<file path="config.mk">
export PLATFORM = sky130hd
export DESIGN_NAME = alien_hit_detect
export DESIGN_NICKNAME = d
export VERILOG_FILES = /design/src/rtl/alien_hit_detect.sv
export SDC_FILE = /design/constraint.sdc
export NUM_CORES = 1
export LEC_CHECK = 0
export CAP_MARGIN = 20
export CELL_PAD_IN_SITES_DETAIL_PLACEMENT = 0
export CELL_PAD_IN_SITES_GLOBAL_PLACEMENT = 1
export CORE_MARGIN = 2
export CORE_UTILIZATION = 40
export DETAILED_ROUTE_END_ITERATION = 16
export PLACE_DENSITY_LB_ADDON = 0.1
export SYNTH_ARGS = -nofsm -noshare
export SYNTH_HDL_FRONTEND = slang
export SYNTH_SLANG_ARGS = --single-unit
</file>
<file path="constraint.sdc">
create_clock -name clk -period 12.6 [get_ports clk]
set_input_delay 2.52 -clock clk [delete_from_list [all_inputs] [get_ports clk]]
set_output_delay 2.52 -clock clk [all_outputs]
set_load 0.005 [all_outputs]
</file>
<file path="src/rtl/alien_hit_detect.sv">
`default_nettype none
// ============================================================================
// Module   : alien_hit_detect
// Brief    : Once-per-frame laser/alien collision stage. Samples the laser
//            position at frame start, maps it onto the formation grid,
//            clears the struck alien, signals hit_alien back to the laser
//            and accumulates a saturating score.
// Options  : ALIEN_EXPLOSION_EN - when defined, holds an explosion marker
//            (row/col) for EXPLOSION_FRAMES frame starts after each hit.
// Revision : 1.0 - initial release
// ============================================================================
module alien_hit_detect #(
    parameter int ROWS             = 5,
    parameter int COLS             = 11,
    parameter int CELL_W_LOG2      = 6,
    parameter int CELL_H_LOG2      = 5,
    parameter int ALIEN_W          = 48,
    parameter int ALIEN_H          = 32,
    parameter int EXPLOSION_FRAMES = 8
) (
    input  logic                 clk,
    input  logic                 reset,
    input  logic                 vsync,
    input  logic                 new_wave,
    input  logic                 laser_active,
    input  logic [9:0]           laser_x,
    input  logic [9:0]           laser_y,
    input  logic [9:0]           grid_x,
    input  logic [9:0]           grid_y,
    output logic                 hit_alien,
    output logic [ROWS*COLS-1:0] alive,
    output logic                 all_dead,
    output logic [15:0]          score,
    output logic                 expl_active,
    output logic [2:0]           expl_row,
    output logic [3:0]           expl_col
);

    localparam int NB = ROWS * COLS;
    // Column/row fields of a non-negative 10-bit offset.
    localparam int CW = 10 - CELL_W_LOG2;
    localparam int RW = 10 - CELL_H_LOG2;
    localparam logic [2:0] EXPL_LOAD = 3'(EXPLOSION_FRAMES - 1);

    localparam logic [2:0] S_IDLE   = 3'd0;
    localparam logic [2:0] S_LATCH  = 3'd1;
    localparam logic [2:0] S_MAP    = 3'd2;
    localparam logic [2:0] S_CHECK  = 3'd3;
    localparam logic [2:0] S_UPDATE = 3'd4;

    logic                   vsync_q;
    logic                   frame_start;
    logic [2:0]             state_q, state_d;

    logic                   lat_active_q, lat_active_d;
    logic [9:0]             lat_lx_q, lat_lx_d;
    logic [9:0]             lat_ly_q, lat_ly_d;
    logic [9:0]             lat_gx_q, lat_gx_d;
    logic [9:0]             lat_gy_q, lat_gy_d;

    logic                   dx_neg_q, dx_neg_d;
    logic                   dy_neg_q, dy_neg_d;
    logic [CW-1:0]          col_q, col_d;
    logic [RW-1:0]          row_q, row_d;
    logic [CELL_W_LOG2-1:0] ox_q, ox_d;
    logic [CELL_H_LOG2-1:0] oy_q, oy_d;

    logic                   cand_q, cand_d;
    logic [NB-1:0]          sel_q, sel_d;

    logic                   hit_q, hit_d;
    logic [NB-1:0]          alive_q, alive_d;
    logic [15:0]            score_q, score_d;
    logic                   all_dead_q, all_dead_d;

    logic [10:0]            dx;
    logic [10:0]            dy;
    logic [NB-1:0]          sel_w;
    logic                   in_range;
    logic                   in_body;
    logic [5:0]             points;
    logic [16:0]            score_sum;
    logic                   hit_event;

    assign frame_start = vsync & ~vsync_q;

    // Signed 11-bit offsets of the laser from the formation origin.
    assign dx = {1'b0, lat_lx_q} - {1'b0, lat_gx_q};
    assign dy = {1'b0, lat_ly_q} - {1'b0, lat_gy_q};

    // One-hot select of the alive bit addressed by the mapped row/col.
    for (genvar gi = 0; gi < NB; gi++) begin : g_sel
        assign sel_w[gi] = (32'(row_q) == 32'(gi / COLS)) &&
                           (32'(col_q) == 32'(gi % COLS));
    end

    assign in_range = (32'(col_q) < 32'(COLS)) && (32'(row_q) < 32'(ROWS));
    assign in_body  = (32'(ox_q) < 32'(ALIEN_W)) && (32'(oy_q) < 32'(ALIEN_H));

    // Top row is worth most, the two middle rows next, the rest least.
    assign points    = (row_q == '0) ? 6'd30 :
                       (32'(row_q) <= 32'd2) ? 6'd20 : 6'd10;
    assign score_sum = {1'b0, score_q} + {11'd0, points};
    assign hit_event = (state_q == S_UPDATE) && cand_q;

    // Next-state logic for the frame FSM, latches, mapping and results.
    always_comb begin
        state_d      = state_q;
        lat_active_d = lat_active_q;
        lat_lx_d     = lat_lx_q;
        lat_ly_d     = lat_ly_q;
        lat_gx_d     = lat_gx_q;
        lat_gy_d     = lat_gy_q;
        dx_neg_d     = dx_neg_q;
        dy_neg_d     = dy_neg_q;
        col_d        = col_q;
        row_d        = row_q;
        ox_d         = ox_q;
        oy_d         = oy_q;
        cand_d       = cand_q;
        sel_d        = sel_q;
        hit_d        = hit_q;
        alive_d      = alive_q;
        score_d      = score_q;
        all_dead_d   = ~|alive_q;

        case (state_q)
            S_IDLE: begin
                // hit_alien is held until here so the laser sees it on vsync.
                if (frame_start) begin
                    state_d = S_LATCH;
                    hit_d   = 1'b0;
                end
            end
            S_LATCH: begin
                lat_active_d = laser_active;
                lat_lx_d     = laser_x;
                lat_ly_d     = laser_y;
                lat_gx_d     = grid_x;
                lat_gy_d     = grid_y;
                state_d      = S_MAP;
            end
            S_MAP: begin
                dx_neg_d = dx[10];
                dy_neg_d = dy[10];
                col_d    = dx[9:CELL_W_LOG2];
                row_d    = dy[9:CELL_H_LOG2];
                ox_d     = dx[CELL_W_LOG2-1:0];
                oy_d     = dy[CELL_H_LOG2-1:0];
                state_d  = S_CHECK;
            end
            S_CHECK: begin
                cand_d  = lat_active_q && !dx_neg_q && !dy_neg_q &&
                          in_range && in_body && (|(alive_q & sel_w));
                sel_d   = sel_w;
                state_d = S_UPDATE;
            end
            S_UPDATE: begin
                if (cand_q) begin
                    alive_d = alive_q & ~sel_q;
                    hit_d   = 1'b1;
                    score_d = score_sum[16] ? 16'hFFFF : score_sum[15:0];
                end
                state_d = S_IDLE;
            end
            default: state_d = S_IDLE;
        endcase

        // A new wave overrides any clear performed in the same cycle.
        if (new_wave) begin
            alive_d = '1;
        end
    end

    // State and datapath registers with asynchronous reset.
    always_ff @(posedge clk or posedge reset) begin
        if (reset) begin
            vsync_q      <= 1'b0;
            state_q      <= S_IDLE;
            lat_active_q <= 1'b0;
            lat_lx_q     <= '0;
            lat_ly_q     <= '0;
            lat_gx_q     <= '0;
            lat_gy_q     <= '0;
            dx_neg_q     <= 1'b0;
            dy_neg_q     <= 1'b0;
            col_q        <= '0;
            row_q        <= '0;
            ox_q         <= '0;
            oy_q         <= '0;
            cand_q       <= 1'b0;
            sel_q        <= '0;
            hit_q        <= 1'b0;
            alive_q      <= '1;
            score_q      <= '0;
            all_dead_q   <= 1'b0;
        end else begin
            vsync_q      <= vsync;
            state_q      <= state_d;
            lat_active_q <= lat_active_d;
            lat_lx_q     <= lat_lx_d;
            lat_ly_q     <= lat_ly_d;
            lat_gx_q     <= lat_gx_d;
            lat_gy_q     <= lat_gy_d;
            dx_neg_q     <= dx_neg_d;
            dy_neg_q     <= dy_neg_d;
            col_q        <= col_d;
            row_q        <= row_d;
            ox_q         <= ox_d;
            oy_q         <= oy_d;
            cand_q       <= cand_d;
            sel_q        <= sel_d;
            hit_q        <= hit_d;
            alive_q      <= alive_d;
            score_q      <= score_d;
            all_dead_q   <= all_dead_d;
        end
    end

    assign hit_alien = hit_q;
    assign alive     = alive_q;
    assign all_dead  = all_dead_q;
    assign score     = score_q;

`ifdef ALIEN_EXPLOSION_EN
    logic       expl_active_q, expl_active_d;
    logic [2:0] expl_row_q, expl_row_d;
    logic [3:0] expl_col_q, expl_col_d;
    logic [2:0] expl_cnt_q, expl_cnt_d;

    // Explosion marker: loaded on a hit, aged by one per frame start.
    always_comb begin
        expl_active_d = expl_active_q;
        expl_row_d    = expl_row_q;
        expl_col_d    = expl_col_q;
        expl_cnt_d    = expl_cnt_q;
        if (frame_start && expl_active_q) begin
            if (expl_cnt_q == 3'd0) begin
                expl_active_d = 1'b0;
            end else begin
                expl_cnt_d = expl_cnt_q - 3'd1;
            end
        end
        if (hit_event) begin
            expl_active_d = 1'b1;
            expl_row_d    = 3'(row_q);
            expl_col_d    = 4'(col_q);
            expl_cnt_d    = EXPL_LOAD;
        end
        if (new_wave) begin
            expl_active_d = 1'b0;
        end
    end

    // Explosion marker registers.
    always_ff @(posedge clk or posedge reset) begin
        if (reset) begin
            expl_active_q <= 1'b0;
            expl_row_q    <= '0;
            expl_col_q    <= '0;
            expl_cnt_q    <= '0;
        end else begin
            expl_active_q <= expl_active_d;
            expl_row_q    <= expl_row_d;
            expl_col_q    <= expl_col_d;
            expl_cnt_q    <= expl_cnt_d;
        end
    end

    assign expl_active = expl_active_q;
    assign expl_row    = expl_row_q;
    assign expl_col    = expl_col_q;
`else
    logic unused_expl_cfg;
    assign unused_expl_cfg = ^{EXPL_LOAD, hit_event};
    assign expl_active     = 1'b0;
    assign expl_row        = 3'd0;
    assign expl_col        = 4'd0;
`endif

endmodule
`default_nettype wire

</file>
==> out/metrics.json, run 1 <==
{
  "route.final.wire_length_um": 23800,
  "synth_compound_area_frac": 0.155,
  "antenna-diode-count": 0,
  "nets": 1044,
  "fin_cells": 1268,
  "min_period_ns": 4.12,
  "die_area_sq_um": 23400,
  "synth_simple_gate_area_frac": 0.170,
  "portBuffers": 117,
  "rows": 54,
  "wl_per_cell_um": 18.8,
  "r2r_start": "row_q[2]",
  "power_density_nw_per_um2": 192,
  "hold_path.class": "flop to flop",
  "static_leakage_nw": 4.39,
  "postSynth.topFlopCell": "sky130_fd_sc_hd__dfrtp_1",
  "synth.yosys.seq_area_share": 0.535,
  "r2r_cells": 9,
  "maxCapViolations": 0,
  "netlist_area_sq_um": 8870,
  "grt_remaining_overflow": 0,
  "cts_sink_count": 187,
  "synth-async-reset-ratio": 1.00,
  "main_combinational_cell_family_by_area_after_synthesis": "simple AND/OR/NAND/NOR gates",
  "grt_pass1_vias": 6704,
  "critical_path_required_ns": 10.08,
  "largest_net_degree_at_the_start_of_global_routing": 68,
  "clock_tree.buffer_depth": 2,
  "vdd_drop_max_mv": 0.0979,
  "number_of_distinct_library_cells_after_synthesis": 62,
  "timing.setup.tns_ns": 0,
  "remaining_drc_errors": 0,
  "routed-via-count": 6871,
  "crit_chain": "clkdlybuf4s50_1",
  "clk_latency_ns": 0.44,
  "drtIter0Drc": 455,
  "timing_hold_violations_final": 0,
  "muxShareOfSynthArea": 0.0402,
  "fin_worst_skew_ns": 0.0104,
  "gp_congestion": 0.852,
  "hold_depth": 2,
  "synth-seq-cells": 187,
  "worstHoldStart": "sel_q[6]",
  "track_usage": 0.209,
  "relSlewSlack": 0.438,
  "cell_class_contributing_the_biggest_share_of_worst_path_delay": "flip-flops",
  "synth.avg_cell_area_sq_um": 10.0,
  "number_of_vias_per_cell": 5.42,
  "outcome": "complete, no violations",
  "synth-edff-count": 0,
  "setup_viol_count_final": 0,
  "yosys.area_share.xor_xnor": 0.0168,
  "p_int_mw": 1.29,
  "timing.critical_path.from_type": "flop",
  "design.portCount": 126,
  "grt_first_pass_wirelength_um": 38500,
  "core_sq_um": 21800,
  "power.share.sequential": 0.394,
  "path_clk_slew_ns": 0.07,
  "total_switching_power_mw": 0.775,
  "finalCritPeriodShare": 0.327,
  "r2r_setup_slack_ns": 9.42,
  "postSynthCellCount": 884,
  "sw_frac_of_total": 0.375,
  "tritoncts": "built",
  "root_buffer_cell": "sky130_fd_sc_hd__clkbuf_16",
  "drive_above_1_share": 0.132,
  "pwr-share-clk": 0.265,
  "yosysWarnings": 0,
  "initial_core_util": 0.407,
  "crit_slowest_cell": "sky130_fd_sc_hd__dfstp_2",
  "actual_slew_at_the_worst_max_slew_pin_ns": 0.843,
  "capture_point_of_the_worst_reg_to_reg_path": "score[0]",
  "drt-pass1-iter-count": 5,
  "final_antenna_net_count": 0,
  "crit_type": "flop to output port",
  "rsz0062_at_grt": "false",
  "number_of_antenna_violations_at_the_first_check_in_global_routing": 0,
  "worstHoldEndpoint": "sel_q[6]",
  "cts-resized-gates": 0,
  "htree_levels": 4,
  "post_dp_hpwl_um": 15800,
  "power.combinational.fraction": 0.342,
  "numCtsBuffers": 17,
  "pre_cts_slack_ns": 8.28,
  "crit_path_max_fo": 4,
  "final.setup.worst_slack_ns": 8.48,
  "synth-adder-area-share": 0.0347,
  "clock.fmax_ghz": 0.243,
  "worstPathBufferInverterCount": 1,
  "place_inst": 1236,
  "timing_max_transition_violations_final": 0,
  "die_h_um": 153,
  "worst_ep_arrival_time_ns": 1.60,
  "critical_path_sink_type": "output port",
  "die-width_um": 153,
  "synthesis_to_finish_area_growth_pct": 21.4,
  "cts_hold_buffers": 0,
  "post_cts_buffers": 0,
  "delay_contributed_by_the_slowest_stage_of_the_critical_path_ns": 0.63
}
[cells by family (layout without fill, tap and decap cells)]
kind of cell	Yosys count	count (layout)
AO/OA/AOI/OAI	214	214
XOR/XNOR	17	17
other	1	8
flip-flops	187	187
AND/OR/NAND/NOR	318	318
adder cells (fa/ha/maj)	24	24
multiplexers	32	32
buffers and inverters	91	188
[worst max path at each step]
stage               startpoint         to  slack (ns)  depth (start not counted)
CTS                  alive[24]  alive[24]        8.48                          1
global route         alive[38]  alive[38]        8.46                          1
detailed placement       reset   score[5]        8.28                          3
finish               alive[38]  alive[38]        8.48                          1
floorplan                reset   all_dead        5.09                          1
global placement         reset   score[9]        8.28                          3
[cells in the mapped netlist, types with 4 or more instances]
cell type,n,area [sq um]
sky130_fd_sc_hd__xnor2_1,12,105
sky130_fd_sc_hd__buf_4,10,75.1
sky130_fd_sc_hd__mux2_2,27,304
sky130_fd_sc_hd__nand4_1,4,25.0
sky130_fd_sc_hd__a21o_1,57,428
sky130_fd_sc_hd__o21a_1,4,30.0
sky130_fd_sc_hd__clkbuf_1,30,113
sky130_fd_sc_hd__dfrtp_1,132,3300
sky130_fd_sc_hd__inv_1,32,120
sky130_fd_sc_hd__a21oi_1,21,105
sky130_fd_sc_hd__o21ai_0,84,420
sky130_fd_sc_hd__nand2_1,171,642
sky130_fd_sc_hd__nor3b_1,11,82.6
sky130_fd_sc_hd__buf_2,15,75.1
sky130_fd_sc_hd__o31ai_1,5,37.5
sky130_fd_sc_hd__and2_1,5,31.3
sky130_fd_sc_hd__nor3_1,12,60.1
sky130_fd_sc_hd__and3_1,7,43.8
sky130_fd_sc_hd__a32oi_1,6,52.6
sky130_fd_sc_hd__xor2_1,5,43.8
sky130_fd_sc_hd__dfstp_2,55,1450
sky130_fd_sc_hd__nand2b_1,4,25.0
sky130_fd_sc_hd__nor2_1,28,105
sky130_fd_sc_hd__ha_1,23,288
sky130_fd_sc_hd__nand3_1,34,170
sky130_fd_sc_hd__nor4_1,16,100
sky130_fd_sc_hd__a31oi_1,10,62.6
sky130_fd_sc_hd__nor2b_1,10,62.6
sky130_fd_sc_hd__o211ai_1,5,37.5
[flip-flops by register name (all words and copies together) (netlist names)]
register      cells
lat_lx_q         10
alive            55
dy_neg_q          1
score            16
lat_ly_q         10
vsync_q           1
lat_gy_q         10
col_q             4
dx_neg_q          1
state_q           3
lat_active_q      1
all_dead          1
lat_gx_q         10
cand_q            1
ox_q              2
row_q             5
hit_alien         1
sel_q            55
[final cells by class]
cell class	count	area, sq um
Multi-Input combinational cell	613	3740
Tap cell	280	350
Clock inverter	14	153
Sequential cell	187	4750
Inverter	32	125
Fill cell	2103	11100
Timing Repair Buffer	124	1220
Clock buffer	18	439
[cell usage in the layout, fill, tap and decap left out, types with 23 or more instances in the layout]
| cell | netlist | layout |
|---|---|---|
| sky130_fd_sc_hd__a21o_1 | 57 | 57 |
| sky130_fd_sc_hd__clkdlybuf4s50_1 | 0 | 116 |
| sky130_fd_sc_hd__dfrtp_1 | 132 | 132 |
| sky130_fd_sc_hd__dfstp_2 | 55 | 55 |
| sky130_fd_sc_hd__ha_1 | 23 | 23 |
| sky130_fd_sc_hd__inv_1 | 32 | 31 |
| sky130_fd_sc_hd__mux2_2 | 27 | 27 |
| sky130_fd_sc_hd__nand2_1 | 171 | 171 |
| sky130_fd_sc_hd__nand3_1 | 34 | 34 |
| sky130_fd_sc_hd__nor2_1 | 28 | 28 |
| sky130_fd_sc_hd__o21ai_0 | 84 | 84 |
[power by group through the flow]
stage                     clock network (mW)  registers (mW)  logic (mW)
final                                  0.547           0.813       0.705
after global routing                   0.590           0.828       0.798
after CTS                              0.557           0.812       0.713
after detailed placement                   0           0.823       0.707
after global placement                     0           0.821       0.705
after floorplan                            0           0.760       0.604
[through the flow]
stage	power, mW	utilization	area [sq um]	hold slack, ns
6_report	2.07	0.494	10800	0.466
4_1_cts	2.08	0.494	10800	0.472
2_1_floorplan	1.36	-	8900	0.439
3_3_place_gp	1.53	0.466	10200	0.449
3_5_place_dp	1.53	0.466	10200	0.455
5_1_grt	2.22	0.494	10800	0.501
[per-layer routing]
layer,track usage,share of wire,up-vias
met4,0.0551,0.011,0
met5,0,0,-
met3,0.0465,0.055,17
met1,0.314,0.49,3408
met2,0.307,0.44,196
li1,-,-,3250
(Power assumes the default switching activity.)
==> inputs of run 2 (changes only) <==
--- a/config.mk
+++ b/config.mk
@@ -9,7 +9,7 @@
 export CELL_PAD_IN_SITES_DETAIL_PLACEMENT = 0
 export CELL_PAD_IN_SITES_GLOBAL_PLACEMENT = 1
 export CORE_MARGIN = 2
-export CORE_UTILIZATION = 40
+export CORE_UTILIZATION = 38
 export DETAILED_ROUTE_END_ITERATION = 16
 export PLACE_DENSITY_LB_ADDON = 0.1
 export SYNTH_ARGS = -nofsm -noshare
==> constraint.sdc (replaced) <==
create_clock -name clk -period 3.7 [get_ports clk]
set_input_delay 0.74 -clock clk [delete_from_list [all_inputs] [get_ports clk]]
set_output_delay 0.74 -clock clk [all_outputs]
set_load 0.005 [all_outputs]
==> out/metrics.json, run 2 (synthesized netlist as in run 1, its figures left out) <==
{
  "initial_core_util": {"value": 0.390, "change": "-0.0170"},
  "maxCapViolations": {"value": 0, "change": "unchanged"},
  "post_dp_hpwl": {"value": 16400, "unit": "um", "change": "+3.9%"},
  "actual_slew_at_the_worst_max_slew_pin": {"value": 0.849, "unit": "ns", "change": "+0.00564 ns"},
  "nets": {"value": 1046, "change": "+0.19%"},
  "portBuffers": {"value": 117, "change": "unchanged"},
  "worst_ep_arrival_time": {"value": 3.30, "unit": "ns", "change": "+1.70 ns"},
  "power_density": {"value": 644, "unit": "nW/um^2", "change": "+240%"},
  "final_design_area_no_fill": {"value": 10800, "unit": "sq um", "change": "+0.66%"},
  "min_period_ns": 2.94,
  "number_of_antenna_violations_at_the_first_check_in_global_routing": {"value": 0, "change": "unchanged"},
  "drt-pass1-iter-count": {"value": 5, "change": "unchanged"},
  "root_buffer_cell": "sky130_fd_sc_hd__clkbuf_16",
  "wl_per_cell": {"value": 18.4, "unit": "um", "change": "-2.0%"},
  "hold_path.class": "flop to flop",
  "fin_cells": {"value": 1303, "change": "+2.8%"},
  "grt_first_pass_wirelength": {"value": 38500, "unit": "um", "change": "unchanged"},
  "setup_viol_count_final": {"value": 0, "change": "unchanged"},
  "rsz0062_at_grt": "false",
  "clk_latency": {"value": 0.44, "unit": "ns", "change": "about the same"},
  "remaining_drc_errors": {"value": 0, "change": "unchanged"},
  "placed_area": {"value": 10300, "unit": "sq um", "change": "+0.79%"},
  "largest_net_degree_at_the_start_of_global_routing": {"value": 101, "change": "+49%"},
  "htree_levels": {"value": 4, "change": "unchanged"},
  "r2r_setup_slack": {"value": 0.76, "unit": "ns", "change": "-8.66 ns"},
  "die-width": {"value": 157, "unit": "um", "change": "+2.5%"},
  "cts_hold_buffers": {"value": 0, "change": "unchanged"},
  "timing.setup.tns": {"value": 0, "unit": "ns", "change": "unchanged"},
  "cts_sink_count": {"value": 187, "change": "unchanged"},
  "crit_path_max_fo": {"value": 11, "change": "+7"},
  "timing.critical_path.from_type": "flop",
  "vdd_drop_max": {"value": 0.354, "unit": "mV", "change": "+260%"},
  "final.setup.worst_slack": {"value": 0.758, "unit": "ns", "change": "-7.73 ns"},
  "core": {"value": 22800, "unit": "sq um", "change": "+4.4%"},
  "layout_commonest_cell": "sky130_fd_sc_hd__nand2_1",
  "finish.utilization": {"value": 0.476, "change": "-0.0176"},
  "critical_path_sink_type": "flop",
  "gp_congestion": {"value": 0.872, "change": "+2.5%"},
  "die_h": {"value": 157, "unit": "um", "change": "+2.5%"},
  "clock.fmax_ghz": 0.340,
  "cts-resized-gates": {"value": 0, "change": "unchanged"},
  "grt_remaining_overflow": {"value": 0, "change": "unchanged"},
  "pre_cts_slack": {"value": 0.779, "unit": "ns", "change": "-7.50 ns"},
  "number_of_vias_per_cell": {"value": 5.29, "change": "-2.4%"},
  "fin_worst_skew": {"value": 0.00920, "unit": "ns", "change": "-0.00117 ns"},
  "antenna-diode-count": {"value": 0, "change": "unchanged"},
  "static_leakage": {"value": 4.39, "unit": "nW", "change": "+0.19%"},
  "tritoncts": "built",
  "relSlewSlack": {"value": 0.429, "change": "-0.00898"},
  "grt_pass1_vias": {"value": 6765, "change": "+0.91%"},
  "drive_above_1_share": {"value": 0.132, "change": "+0.000744"},
  "drtIter0Drc": {"value": 483, "change": "+6.2%"},
  "clock_tree.buffer_depth": {"value": 2, "change": "unchanged"},
  "critical_path_required": {"value": 4.06, "unit": "ns", "change": "-6.02 ns"},
  "routed-via-count": {"value": 6893, "change": "+0.32%"},
  "track_usage": {"value": 0.205, "change": "-0.00455"},
  "final_antenna_net_count": {"value": 0, "change": "unchanged"},
  "post_cts_buffers": {"value": 0, "change": "unchanged"},
  "most-common-layout-cells": "sky130_fd_sc_hd__nand2_1 (171), sky130_fd_sc_hd__dfrtp_1 (132), sky130_fd_sc_hd__clkdlybuf4s50_1 (116)",
  "die_area": {"value": 24600, "unit": "sq um", "change": "+5.1%"},
  "path_clk_slew": {"value": 0.07, "unit": "ns", "change": "about the same"},
  "design.portCount": {"value": 126, "change": "unchanged"},
  "synthesis_to_finish_area_growth_pct": 22.2,
  "numCtsBuffers": {"value": 17, "change": "unchanged"},
  "place_inst": {"value": 1271, "change": "+2.8%"},
  "route.final.wire_length": {"value": 24000, "unit": "um", "change": "+0.70%"},
  "finalCritPeriodShare": 0.795,
  "crit_type": "flop to flop",
  "timing_hold_violations_final": {"value": 0, "change": "unchanged"},
  "timing_max_transition_violations_final": {"value": 0, "change": "unchanged"},
  "p_total": {"value": 6.98, "unit": "mW", "change": "+240%"},
  "rows": {"value": 55, "change": "+1.9%"},
  "timing.hold.ws": {"value": 0.475, "unit": "ns", "change": "+0.00838 ns"},
  "outcome": "complete, no violations"
}
==> run 2: cell count changes in the layout (fill, tap and decap cells not counted), sizes merged <==
cell / previous run / this run
inv: 40 / 37
clkinv: 4 / 6
buf: 8 / 10
clkinvlp: 1 / 2
==> run 2: path summary, 6_finish.rpt <==
path,start,endpoint,depth (start not counted)
worst min register to register,sel_q[6],sel_q[6],2
worst max-delay path,row_q[2],score[0],9
worst min-delay path,sel_q[6],sel_q[6],2
worst max register to register,row_q[2],score[0],9
min in group asynchronous,reset,lat_ly_q[4],3
max in group asynchronous,reset,alive[24],3
==> run 2: area by class of cell <==
cell class                 count  area, sq um
fill                        2167        11900
inverter                      32          124
clock buffer                  18          429
sequential                   187         4750
multi-input combinational    613         3740
tap                          313          392
timing repair buffer         126         1260
clock inverter                14          154
==> run 2: report_power, final <==
| part | switching, mW | internal, mW | total, mW | leakage [nW] |
|---|---|---|---|---|
| clock network | 0.861 | 0.957 | 1.82 | 0.284 |
| logic | 1.39 | 1.03 | 2.42 | 1.80 |
| registers | 0.341 | 2.40 | 2.74 | 2.31 |
==> run 2: routing by layer <==
metal	GRT usage	up-vias	routed length [um]
met2	0.310	200	10700
li1	-	3248	-
met1	0.298	3422	11600
met4	0.0572	0	340
met5	0	-	0
met3	0.0407	23	1370
==> run 2: worst max-delay path, stage by stage, from the launching register on <==
cell and delay (ns):
sky130_fd_sc_hd__dfrtp_1 0.49, sky130_fd_sc_hd__nor3_4 0.37, sky130_fd_sc_hd__o21ai_0 0.27, sky130_fd_sc_hd__ha_1 0.39
sky130_fd_sc_hd__a21oi_1 0.09, sky130_fd_sc_hd__a21boi_0 0.42, sky130_fd_sc_hd__nor2_1 0.08, sky130_fd_sc_hd__nor3_1 0.28
sky130_fd_sc_hd__nand2_1 0.31, sky130_fd_sc_hd__nand2b_1 0.17
==> inputs of run 3 (changes only) <==
==> constraint.sdc (replaced) <==
create_clock -name clk -period 2.5 [get_ports clk]
set_input_delay 0.5 -clock clk [delete_from_list [all_inputs] [get_ports clk]]
set_output_delay 0.5 -clock clk [all_outputs]
set_load 0.005 [all_outputs]
==> out/metrics.json, run 3 (synthesized netlist as in run 1, its figures left out) <==
{
  "drt-pass1-iter-count": {"value": 5, "change": "unchanged"},
  "drive_above_1_share": {"value": 0.163, "change": "+0.0306"},
  "tritoncts": "built",
  "capture_point_of_the_worst_reg_to_reg_path": "score[15]",
  "final_design_area_no_fill": {"value": 11100, "unit": "sq um", "change": "+2.6%"},
  "number_of_vias_per_cell": {"value": 5.31, "change": "+0.33%"},
  "pre_cts_slack": {"value": -0.0344, "unit": "ns", "change": "-0.813 ns"},
  "grt_first_pass_wirelength": {"value": 39200, "unit": "um", "change": "+1.9%"},
  "largest_net_degree_at_the_start_of_global_routing": {"value": 80, "change": "-21%"},
  "drtIter0Drc": {"value": 500, "change": "+3.5%"},
  "gp_congestion": {"value": 0.906, "change": "+3.9%"},
  "placed_area": {"value": 10500, "unit": "sq um", "change": "+2.4%"},
  "r2r_start": "row_q[2]",
  "crit_type": "flop to flop",
  "number_of_antenna_violations_at_the_first_check_in_global_routing": {"value": 0, "change": "unchanged"},
  "worst_ep_arrival_time": {"value": 2.67, "unit": "ns", "change": "-0.63 ns"},
  "rows": {"value": 55, "change": "unchanged"},
  "rsz0062_at_grt": "true",
  "grt_pass1_vias": {"value": 6897, "change": "+2.0%"},
  "delay_contributed_by_the_slowest_stage_of_the_critical_path": {"value": 0.43, "unit": "ns", "change": "-0.06 ns"},
  "clk_latency": {"value": 0.44, "unit": "ns", "change": "about the same"},
  "numCtsBuffers": {"value": 17, "change": "unchanged"},
  "cell_class_contributing_the_biggest_share_of_worst_path_delay": "simple AND/OR/NAND/NOR gates",
  "final.setup.worst_slack": {"value": 0.163, "unit": "ns", "change": "-0.595 ns"},
  "min_period": {"value": 2.34, "unit": "ns", "change": "-0.605 ns"},
  "routed-via-count": {"value": 7070, "change": "+2.6%"},
  "crit_path_max_fo": {"value": 6, "change": "-5"},
  "initial_core_util": {"value": 0.390, "change": "unchanged"},
  "finish.utilization": {"value": 0.488, "change": "+0.0125"},
  "critical_path_sink_type": "flop",
  "worstPathBufferInverterCount": {"value": 1, "change": "+1"},
  "fin_worst_skew": {"value": 0.0100, "unit": "ns", "change": "+0.000820 ns"},
  "cts_sink_count": {"value": 187, "change": "unchanged"},
  "critical_path_required": {"value": 2.83, "unit": "ns", "change": "-1.23 ns"},
  "clock_tree.buffer_depth": {"value": 2, "change": "unchanged"},
  "clock.fmax": {"value": 0.428, "unit": "GHz", "change": "+26%"},
  "timing_max_transition_violations_final": {"value": 0, "change": "unchanged"},
  "place_inst": {"value": 1299, "change": "+2.2%"},
  "die-width": {"value": 157, "unit": "um", "change": "unchanged"},
  "relSlewSlack": {"value": 0.495, "change": "+0.0657"},
  "power_density": {"value": 962, "unit": "nW/um^2", "change": "+49%"},
  "setup_viol_count_final": {"value": 0, "change": "unchanged"},
  "die_h": {"value": 157, "unit": "um", "change": "unchanged"},
  "path_clk_slew": {"value": 0.07, "unit": "ns", "change": "about the same"},
  "remaining_drc_errors": {"value": 0, "change": "unchanged"},
  "root_buffer_cell": "sky130_fd_sc_hd__clkbuf_16",
  "wl_per_cell": {"value": 18.3, "unit": "um", "change": "-0.56%"},
  "final_antenna_net_count": {"value": 0, "change": "unchanged"},
  "antenna-diode-count": {"value": 0, "change": "unchanged"},
  "die_area": {"value": 24600, "unit": "sq um", "change": "unchanged"},
  "p_total": {"value": 10.7, "unit": "mW", "change": "+53%"},
  "htree_levels": {"value": 4, "change": "unchanged"},
  "grt_remaining_overflow": {"value": 0, "change": "unchanged"},
  "fin_cells": {"value": 1332, "change": "+2.2%"},
  "filler_cells_inserted": {"value": 2167, "change": "unchanged"},
  "timing_hold_violations_final": {"value": 0, "change": "unchanged"},
  "core": {"value": 22800, "unit": "sq um", "change": "unchanged"},
  "layout_commonest_cell": "sky130_fd_sc_hd__nand2_1",
  "synthesis_to_finish_area_growth_pct": 25.4,
  "r2r_setup_slack": {"value": 0.16, "unit": "ns", "change": "-0.59 ns"},
  "crit_cells": {"value": 10, "change": "+1"},
  "actual_slew_at_the_worst_max_slew_pin": {"value": 0.756, "unit": "ns", "change": "-0.0923 ns"},
  "design.portCount": {"value": 126, "change": "unchanged"},
  "outcome": "complete, no violations",
  "crit_chain": "or3_4, a21oi_2, inv_1, fa_1, nor2b_1, o21a_1, o21ai_2, nor3_2, xnor2_1, nand2_1",
  "finalCritPeriodShare": {"value": 0.935, "change": "+0.140"},
  "vdd_drop_max": {"value": 0.520, "unit": "mV", "change": "+47%"},
  "static_leakage": {"value": 4.54, "unit": "nW", "change": "+3.3%"},
  "hold_path.class": "input port to async pin",
  "track_usage": {"value": 0.208, "change": "+0.00356"},
  "maxCapViolations": {"value": 0, "change": "unchanged"},
  "most-common-layout-cells": "sky130_fd_sc_hd__nand2_1 (170), sky130_fd_sc_hd__dfrtp_1 (132), sky130_fd_sc_hd__clkdlybuf4s50_1 (116)",
  "route.final.wire_length": {"value": 24400, "unit": "um", "change": "+1.7%"},
  "post_dp_hpwl": {"value": 17200, "unit": "um", "change": "+4.4%"},
  "r2r_cells": {"value": 10, "change": "+1"},
  "setup.worst_path.start": "row_q[2]",
  "timing.critical_path.from_type": "flop",
  "nets": {"value": 1075, "change": "+2.8%"},
  "crit_slowest_cell": "sky130_fd_sc_hd__dfrtp_1",
  "portBuffers": {"value": 117, "change": "unchanged"}
}
==> run 3: changes by cell type in the layout (fill, tap and decap cells not counted), sizes merged <==
cell / before / now
inv: 37 / 36
clkbuf: 18 / 19
clkinv: 6 / 3
clkinvlp: 2 / 5
buf: 10 / 39
==> run 3: worst max-delay path by stage <==
stage,end,slack (ns)
floorplan,all_dead,-0.36
global placement,score[15],-0.003
detailed placement,score[15],-0.03
CTS,score[15],0.02
global route,score[15],-0.04
finish,score[15],0.16
==> run 3: timing repair <==
item                                    4_1_cts  5_1_grt
pin swaps                                     1        1
endpoints found under the setup margin       11       15
setup buffers                                 0        1
hold buffers                                  0        0
resized for setup                             3        5
endpoints found under the hold margin         0        0
==> run 3: final cells by class <==
class / count / area (sq um) / area share
inverters: 32 / 124 / 0.0111
repair buffers: 155 / 1510 / 0.136
flip-flops and latches: 187 / 4750 / 0.427
multi-input cells: 613 / 3760 / 0.338
clock buffers: 19 / 454 / 0.0408
clock inverters: 13 / 134 / 0.0120
well taps: 313 / 392 / 0.0352
==> run 3: metrics by stage <==
step	TNS [ns]	hold slack [ns]
after floorplan	-47.73	0.439
after global placement	-0.00295	0.455
after detailed placement	-0.0501	0.457
after CTS	0	0.342
after global routing	-0.0406	0.362
final	0	0.346
==> run 3: worst reg2reg max path: stages, from the launching register on <==
cell	delay [ns]
sky130_fd_sc_hd__dfrtp_1	0.43
sky130_fd_sc_hd__or3_4	0.41
sky130_fd_sc_hd__a21oi_2	0.13
sky130_fd_sc_hd__inv_1	0.08
sky130_fd_sc_hd__fa_1	0.41
sky130_fd_sc_hd__nor2b_1	0.13
sky130_fd_sc_hd__o21a_1	0.13
sky130_fd_sc_hd__o21ai_2	0.11
sky130_fd_sc_hd__nor3_2	0.20
sky130_fd_sc_hd__xnor2_1	0.13
sky130_fd_sc_hd__nand2_1	0.06
==> run 3: metal layers <==
layer	vias up	share of wire	global-route usage
met1	3525	0.48	0.311
li1	3322	-	-
met5	-	0	0
met3	26	0.056	0.0410
met4	0	0.011	0.0428
met2	197	0.45	0.314
==> run 3: power by group <==
group | internal [mW] | leakage, nW | switching (mW)
logic | 1.75 | 1.95 | 2.28
clock network | 1.46 | 0.277 | 1.29
registers | 3.56 | 2.31 | 0.364
